### src/rtl/mem_arbiter.sv
// mem_arbiter: round-robin fetch/data arbiter and sequencer for a single-port 32-bit block RAM
module mem_arbiter #(
    parameter int ADDR_W = 16,
    parameter int DATA_W = 32,
    parameter int RD_LAT = 1
) (
    input  logic              clka,
    input  logic              rsta_n,
    input  logic              i_req_valid,
    output logic              i_req_ready,
    input  logic [31:0]       i_req_addr,
    output logic              i_rsp_valid,
    input  logic              i_rsp_ready,
    output logic [DATA_W-1:0] i_rsp_rdata,
    output logic              i_rsp_err,
    input  logic              d_req_valid,
    output logic              d_req_ready,
    input  logic [31:0]       d_req_addr,
    input  logic              d_req_we,
    input  logic [DATA_W-1:0] d_req_wdata,
    output logic              d_rsp_valid,
    input  logic              d_rsp_ready,
    output logic [DATA_W-1:0] d_rsp_rdata,
    output logic              d_rsp_err,
    output logic              ena,
    output logic [0:0]        wea,
    output logic [ADDR_W-1:0] addra,
    output logic [DATA_W-1:0] dina,
    input  logic [DATA_W-1:0] douta
);
    typedef enum logic [1:0] {IDLE, RD_WAIT, RESP} state_t;
    state_t state, state_nx;
    logic pref_i, pref_i_nx, own_i, own_i_nx, err_q, err_nx;
    logic [DATA_W-1:0] rdata_q, rdata_nx;
    logic [1:0] cnt, cnt_nx;
    logic gnt_i, gnt_d, accept, bad, we, hs;
    logic [31:0] addr;
    always_comb begin
        gnt_i = i_req_valid && (!d_req_valid || pref_i);
        gnt_d = d_req_valid && !gnt_i;
        // reset gating keeps the combinational handshake and RAM strobes low while rsta_n is low
        accept = rsta_n && state == IDLE && (gnt_i || gnt_d);
        addr = gnt_i ? i_req_addr : d_req_addr;
        we = gnt_d && d_req_we;
        bad = (addr[1:0] != 2'b00) || ((addr >> (ADDR_W + 2)) != 32'd0);
        i_req_ready = accept && gnt_i;
        d_req_ready = accept && gnt_d;
        ena = accept && !bad;
        wea = ena && we;
        addra = ena ? addr[ADDR_W+1:2] : '0;
        dina = wea ? d_req_wdata : '0;
        i_rsp_valid = state == RESP && own_i;
        d_rsp_valid = state == RESP && !own_i;
        i_rsp_rdata = i_rsp_valid ? rdata_q : '0;
        d_rsp_rdata = d_rsp_valid ? rdata_q : '0;
        i_rsp_err = i_rsp_valid && err_q;
        d_rsp_err = d_rsp_valid && err_q;
        hs = (i_rsp_valid && i_rsp_ready) || (d_rsp_valid && d_rsp_ready);
        state_nx = state;
        pref_i_nx = pref_i;
        own_i_nx = own_i;
        err_nx = err_q;
        rdata_nx = rdata_q;
        cnt_nx = cnt;
        if (accept) begin
            own_i_nx = gnt_i;
            pref_i_nx = gnt_d;
            err_nx = bad;
            rdata_nx = '0;
            cnt_nx = 2'd1;
            state_nx = (bad || we) ? RESP : RD_WAIT;
        end else if (state == RD_WAIT) begin
            if (cnt == 2'(RD_LAT)) begin
                rdata_nx = douta;
                state_nx = RESP;
            end else begin
                cnt_nx = cnt + 2'd1;
            end
        end else if (state == RESP && hs) begin
            state_nx = IDLE;
        end
    end
    always_ff @(posedge clka or negedge rsta_n) begin
        if (!rsta_n) begin
            state <= IDLE;
            pref_i <= 1'b0;
            own_i <= 1'b0;
            err_q <= 1'b0;
            rdata_q <= '0;
            cnt <= '0;
        end else begin
            state <= state_nx;
            pref_i <= pref_i_nx;
            own_i <= own_i_nx;
            err_q <= err_nx;
            rdata_q <= rdata_nx;
            cnt <= cnt_nx;
        end
    end
endmodule

### config.mk
export PLATFORM = sky130hd
export DESIGN_NAME = mem_arbiter
export DESIGN_NICKNAME = d
export VERILOG_FILES = /design/src/rtl/mem_arbiter.sv
export SDC_FILE = /design/constraint.sdc
export NUM_CORES = 1
export LEC_CHECK = 0
export ABC_AREA = 1
export CORE_AREA = 8 8 112 104
export CTS_CLUSTER_SIZE = 16
export DETAILED_ROUTE_END_ITERATION = 6
export DIE_AREA = 0 0 120 112
export PLACE_DENSITY = 0.78
export SETUP_SLACK_MARGIN = 0.02
export SLEW_MARGIN = 10
export SYNTH_ARGS = -nofsm -noshare
export SYNTH_HDL_FRONTEND = slang
export SYNTH_SLANG_ARGS = --single-unit
### constraint.sdc
create_clock -name clka -period 1.35 [get_ports clka]
set_input_delay 0.2025 -clock clka [delete_from_list [all_inputs] [get_ports clka]]
set_output_delay 0.2025 -clock clka [all_outputs]
set_load 0.01 [all_outputs]
==> results of run 1 <==
-- cell families (layout without fill, tap and decap cells) --
family / Yosys count / in the layout / synth area share (%)
and+or+nand+nor: 221 / 221 / 35.60
buffers and inverters: 105 / 419 / 16.15
AOI/OAI and AO/OA: 55 / 55 / 10.95
DFF: 39 / 39 / 36.83
adders and majority gates: 1 / 1 / 0.4721
-- routing by layer --
| layer | global-route usage, % | up-vias | share of wire [%] |
|---|---|---|---|
| met5 | 0 | - | 0 |
| met4 | 5.408 | 0 | 3.5 |
| met1 | 23.62 | 1876 | 36 |
| li1 | - | 1904 | - |
| met2 | 38.01 | 206 | 53 |
| met3 | 6.373 | 39 | 8.5 |
-- worst reg2reg max path, stage by stage, from the launching register on --
cell and delay (ns):
sky130_fd_sc_hd__dfrtp_1 0.40, sky130_fd_sc_hd__inv_2 0.10, sky130_fd_sc_hd__nand4_4 0.12, sky130_fd_sc_hd__buf_6 0.15, sky130_fd_sc_hd__nand2_4 0.06, sky130_fd_sc_hd__inv_2 0.04
sky130_fd_sc_hd__nor2_4 0.22, sky130_fd_sc_hd__buf_6 0.21, sky130_fd_sc_hd__o21ai_2 0.07
-- stage by stage --
stage / TNS, ns / util [%] / cells / setup WS, ns
after floorplan: -13.85 / - / 421 / -0.2161
after global placement: -97.12 / 57.04 / 811 / -1.013
after detailed placement: -101.18 / 57.04 / 811 / -1.045
after CTS: -64.38 / 63.14 / 865 / -0.6486
after global routing: -74.55 / 71.62 / 864 / -0.7359
final: -64.63 / 71.62 / 864 / -0.6464
-- cells in the mapped netlist, drive strengths merged --
master    n  share of area, %
a21oi    18               3.8
buf       7               2.0
clkbuf   15               2.3
dfrtp    39                37
ha        1              0.47
inv      83                12
nand2    55               7.9
nand3    34               6.9
nand4     2              0.71
nor2    127                19
nor3      2              0.38
o21ai    35               6.6
o21bai    1              0.28
o22ai     1              0.24
or2       1              0.24
-- power by group --
| group | internal [mW] | switching (mW) | leakage (nW) | total [mW] |
|---|---|---|---|---|
| logic | 3.49 | 4.28 | 2.73 | 7.77 |
| clock network | 0.550 | 0.433 | 0.0581 | 0.983 |
| registers | 1.70 | 0.215 | 0.508 | 1.92 |
-- flip-flops by register name (all words and copies together) (netlist names) --
signal	count
err_q	1
cnt	2
pref_i	1
own_i	1
rdata_q	32
state	2
-- worst paths after layout --
path	startpoint	end	slack, ns
setup / recovery	pref_i	dina[13]	-0.65
hold / removal	rsta_n	rdata_q[23]	0.05
setup reg to reg	state[0]	rdata_q[15]	-0.12
hold reg to reg	err_q	err_q	0.52
max in group asynchronous	rsta_n	state[0]	0.95
min in group clka	douta[12]	rdata_q[12]	0.47
-- timing repair --
action,4_1_cts,5_1_grt
hold endpoints to repair,0,0
setup buffers,36,9
gates resized for setup,649,238
setup endpoints to repair,157,157
pin swaps,9,19
cloned,12,1
hold buffers,0,0
-- cell type report --
class | instances | area, µm²
clock buffer | 5 | 68.82
fill | 715 | 2796
multi-input combinational | 277 | 2087
timing repair buffer | 328 | 3391
clock inverter | 3 | 43.79
tap | 129 | 161.4
inverter | 83 | 329.1
sequential | 39 | 975.9
==> qor.txt, run 1 <==
====================================================================================================
Result of the run                                                                       finished with violations
Violated checks                                                                         negative setup slack
Mean post-synth cell area                                                                  6.295 µm²
Headroom to the max-slew limit                                                                66.85%
Net total in the final layout                                                                    870
Share of the clock period used by the worst path after layout                                 147.9%
Most common library cell in the layout ignoring fill and taps                           sky130_fd_sc_hd__buf_6
Cell class contributing the biggest share of worst-path delay                           buffers and inverters
Worst vdd ir                                                                                1.170 mV
Depth of the CTS H-tree                                                                            2
Count of TritonRoute iterations in the first routing pass                                          4
Buffers plus inverters on the worst setup path                                                     6
Vertical extent of the die                                                                    112 µm
Final setup violation count                                                                      155
Highest-count cells in the layout ignoring fill and taps                                105 x sky130_fd_sc_hd__buf_6, 101 x sky130_fd_sc_hd__clkdlybuf4s50_1, 71 x sky130_fd_sc_hd__nor2_4
Input/output buffers                                                                             254
Biggest fanout along the worst timing path                                                         5
Wire length per cell                                                                        19.13 µm
Total routing usage reported by global routing                                                21.14%
Number of global-route vias before repair                                                      4,100
Leakage power figure                                                                        3.297 nW
CP Data Required Time                                                                        1.15 ns
Number of cells on the critical path                                                              11
Min setup slack post-route                                                                -0.6464 ns
Yosys cell types                                                                                  25
Total power per unit cell area                                                           1512 nW/µm²
Worst setup path category                                                               register to output port
Antenna Diode Count                                                                                0
Site Rows                                                                                         35
Type of the worst min-delay path                                                        input pin to async pin
Initial standard-cell utilization of the core                                                 26.90%
Chip Width                                                                                    120 µm
Detailed-route vias per instance                                                               4.659
First-pass GRT wire length                                                                 22,540 µm
Root buffer cell                                                                        sky130_fd_sc_hd__clkbuf_8
Mapped cell area                                                                            2650 µm²
Largest clock skew in the final design                                                    0.01124 ns
Post-DP HPWL                                                                               10,550 µm
CTS tree                                                                                        done
Number of vias in the routed layout                                                            4,025
Critical Path Slowest Stage Cell                                                        sky130_fd_sc_hd__dfrtp_1
Number of CTS-inserted buffers                                                                     5
CP Cell Sequence                                                                        inv_2 -> a21oi_4 -> inv_4 -> nand2_4 -> nand3_4 -> nor2_4 -> clkinv_4 -> buf_12 -> buf_6 -> nor2_4 -> buf_6
# DRC                                                                                              0
Antenna viol nets, final                                                                           0
Hold_ws                                                                                   0.05140 ns
Buffer levels on the longest clock path                                                            2
Number of top-level pins                                                                         255
Clock-pin slew reported for the worst setup and hold paths after clock tree synthesis        0.08 ns
Antenna violations before repair                                                                   0
Placer's final routability congestion estimate                                                0.8143
Post-detailed-routing wire length                                                          16,530 µm
Post-Layout Inst Area                                                                       7057 µm²
Latest clock arrival within the worst-skew pair                                              0.30 ns
TritonCTS Sinks                                                                                   39
Post-synthesis instance total                                                                    421
Core footprint                                                                              9853 µm²
Sequential-to-total area share from yosys stat                                                36.83%
Peak per-stage delay on the critical path                                                    0.35 ns
Largest net degree at the start of global routing                                                 40
Area post-placement                                                                         5620 µm²
Total power after layout                                                                    10.67 mW
Period minus WS final                                                                       1.996 ns
Fraction of final layout cells with drive strength greater than 1                             51.56%
Die Outline Area                                                                          13,440 µm²
Synthesis-to-layout area growth                                                               166.3%
Final hold vios                                                                                    0
Final Max Slew Viols                                                                               0
Pin slew with the least headroom to its limit                                              0.4973 ns
Overflow left after global routing                                                                 0
WP data arrival                                                                              1.79 ns
Number of DRC markers after the initial detailed-route iteration                                 216
Synth warn                                                                                         0
Flops & latches, synth                                                                            39
Count of cells along the worst register-to-register path                                           8
Highest attainable clock frequency                                                         500.9 MHz
Critical path endpoint category                                                          output port
Setup repair after global routing missed its margin                                              yes
Net Count, Synth                                                                                 557
Startpoint types                                                                            register
Max-cap violations                                                                                 0
====================================================================================================
Note: power is estimated with default switching activity, not from simulation.
==> inputs of run 2 (changes only) <==
--- a/config.mk
+++ b/config.mk
@@ -11,8 +11,8 @@
 export DETAILED_ROUTE_END_ITERATION = 6
 export DIE_AREA = 0 0 120 112
 export PLACE_DENSITY = 0.78
+export REMOVE_ABC_BUFFERS = 1
 export SETUP_SLACK_MARGIN = 0.02
-export SLEW_MARGIN = 10
 export SYNTH_ARGS = -nofsm -noshare
 export SYNTH_HDL_FRONTEND = slang
 export SYNTH_SLANG_ARGS = --single-unit
==> run 2 against run 1 <==
  * The run still ends with negative setup slack left
  * Flip-flop and latch count unchanged
  * Non-clock buffer count shrank 13
  * Critical path depth shrank 1
  * Combinational power decreased by 16%
  * First-iteration DRC count decreased by 11%
  * Sequential share of layout area rose by 1.4 points
  * Via count shrank 3.9%
  * Critical path type unchanged
  * Critical endpoint is now dina[18]
  * Largest cell class unchanged
==> qor.txt, run 2 (same netlist as run 1, synthesis figures left out) <==
====================================================================================================
Detailed-route vias per instance                                                               4.545
Total routing usage reported by global routing                                                19.39%
Peak per-stage delay on the critical path                                                    0.35 ns
Buffer levels on the longest clock path                                                            2
CP Data Required Time                                                                        1.15 ns
Site Rows                                                                                         35
Total power after layout                                                                    9.450 mW
Switching share of total power                                                                43.97%
Fraction of power consumed by combinational cells                                              69.3%
Leakage power figure                                                                        3.196 nW
Highest-count cells in the layout ignoring fill and taps                                104 x sky130_fd_sc_hd__clkdlybuf4s50_1, 86 x sky130_fd_sc_hd__buf_2, 70 x sky130_fd_sc_hd__inv_1
Worst setup path category                                                               register to output port
Critical path endpoint category                                                          output port
# DRC                                                                                              0
Violated checks                                                                         negative setup slack
Largest clock skew in the final design                                                   0.005409 ns
Fraction of final layout cells with drive strength greater than 1                             45.43%
Worst vdd ir                                                                               0.8224 mV
Number of CTS-inserted buffers                                                                     5
Root buffer cell                                                                        sky130_fd_sc_hd__clkbuf_8
Max-cap violations                                                                                 0
Min setup slack post-route                                                                -0.6070 ns
Placer's final routability congestion estimate                                                0.8285
Core occupancy in the finished layout                                                         65.13%
Depth of the CTS H-tree                                                                            2
Post-DP HPWL                                                                               10,370 µm
Number of DRC markers after the initial detailed-route iteration                                 193
CTS tree                                                                                        done
Initial standard-cell utilization of the core                                                 26.90%
Flip-flop count of the largest register, all copies and words added                               32
Critical Path Slowest Stage Cell                                                        sky130_fd_sc_hd__dfrtp_1
Final setup violation count                                                                      157
Wire length per cell                                                                        17.99 µm
Multi-input gate area                                                                       1792 µm²
Latest clock arrival within the worst-skew pair                                              0.29 ns
Share of the clock period used by the worst path after layout                                 145.0%
Die Outline Area                                                                          13,440 µm²
Number of top-level pins                                                                         255
Antenna violations before repair                                                                   0
Result of the run                                                                       finished with violations
Share of power burned in registers                                                             20.1%
Cell internal power dissipation                                                             5.295 mW
Type of the worst min-delay path                                                        input pin to async pin
Final hold vios                                                                                    0
Largest net degree at the start of global routing                                                 40
Most common library cell in the layout ignoring fill and taps                           sky130_fd_sc_hd__clkdlybuf4s50_1
Biggest fanout along the worst timing path                                                         8
Chip Width                                                                                    120 µm
Highest attainable clock frequency                                                         511.0 MHz
Final Max Slew Viols                                                                               0
Antenna viol nets, final                                                                           0
Area post-placement                                                                         5473 µm²
Post-detailed-routing wire length                                                          15,310 µm
Synthesis-to-layout area growth                                                               142.2%
Core footprint                                                                              9853 µm²
Post-Layout Inst Area                                                                       6417 µm²
WP data arrival                                                                              1.75 ns
Setup repair after global routing missed its margin                                              yes
Number of global-route vias before repair                                                      4,033
TritonCTS Sinks                                                                                   39
Sequential cell area                                                                       975.9 µm²
Period minus WS final                                                                       1.957 ns
Register with the most flip-flops                                                            rdata_q
Count of TritonRoute iterations in the first routing pass                                          4
Clock-pin slew reported for the worst setup and hold paths after clock tree synthesis        0.08 ns
Number of vias in the routed layout                                                            3,868
Relative contribution of the clock network to total power                                      10.6%
Registers with the highest flip-flop counts                                             rdata_q: 32 flops, cnt: 2 flops, state: 2 flops
First-pass GRT wire length                                                                 21,090 µm
Overflow left after global routing                                                                 0
# hold bufs at CTS                                                                                 0
Number of inserted filler cells in the final layout                                              786
Net switching power of the design                                                           4.155 mW
Vertical extent of the die                                                                    112 µm
Net total in the final layout                                                                    857
CP Cell Sequence                                                                        inv_2 -> a21oi_4 -> inv_4 -> nand2_4 -> nand3_4 -> nor2_4 -> inv_6 -> buf_16 -> nor2_1 -> buf_2
Placement Setup Slack                                                                      -1.122 ns
Antenna Diode Count                                                                                0
Total power per unit cell area                                                           1473 nW/µm²
Input/output buffers                                                                             254
Startpoint types                                                                            register
Headroom to the max-slew limit                                                                66.06%
Pin slew with the least headroom to its limit                                              0.5090 ns
====================================================================================================
run 2: worst paths after layout:
check / from / to / slack [ns] / depth (start not counted)
max: pref_i / dina[18] / -0.61 / 10
min: rsta_n / cnt[1] / 0.03 / 2
max reg2reg: state[1] / state[0] / -0.18 / 10
min reg2reg: err_q / err_q / 0.50 / 2
max in group asynchronous: rsta_n / state[0] / 0.96 / 2
min in group clka: rsta_n / cnt[0] / 0.39 / 4
run 2: metal layers:
layer | GRT usage (%) | up-vias | part of all wire (%)
met2 | 38.38 | 157 | 55
li1 | - | 1869 | -
met1 | 19.60 | 1823 | 36
met4 | 4.409 | 0 | 1.3
met5 | 0 | - | 0
met3 | 4.856 | 19 | 7.2
run 2: final cells by class:
class | count | area share, %
clock buffer | 5 | 1.072
clock inverter | 3 | 0.6824
inverter | 83 | 5.128
multi-input combinational | 277 | 27.92
sequential | 39 | 15.21
tap | 129 | 2.515
timing repair buffer | 315 | 47.48
run 2: power by group through the flow:
stage | Clock (mW) | Combinational (mW) | Sequential [mW]
floorplan | 0 | 1.83 | 1.85
global placement | 0 | 3.92 | 1.86
detailed placement | 0 | 4.03 | 1.89
CTS | 1.01 | 4.86 | 1.88
global route | 1.06 | 7.01 | 1.96
finish | 1.01 | 6.54 | 1.90
run 2: what timing repair did:
action                     CTS  global route
gates resized for setup    644           150
setup buffers               15            11
cloned                       6             9
setup endpoints to repair  157           157
pin swaps                   34             9
run 2: per-stage QoR:
step	TNS, ns	std cells	hold WS [ns]
after floorplan	-83.21	399	-0.09309
after global placement	-112.27	810	0.3421
after detailed placement	-114.96	810	0.3570
after CTS	-61.51	837	0.05668
after global routing	-77.57	851	0.08820
final	-65.66	851	0.03019
run 2: worst max-delay path, delay by kind of cell (launching register included):
| family | cells | cell delay [ns] |
|---|---|---|
| buffers and inverters | 5 | 0.49 |
| and+or+nand+nor | 4 | 0.40 |
| DFF | 1 | 0.35 |
| AOI/OAI and AO/OA | 1 | 0.23 |
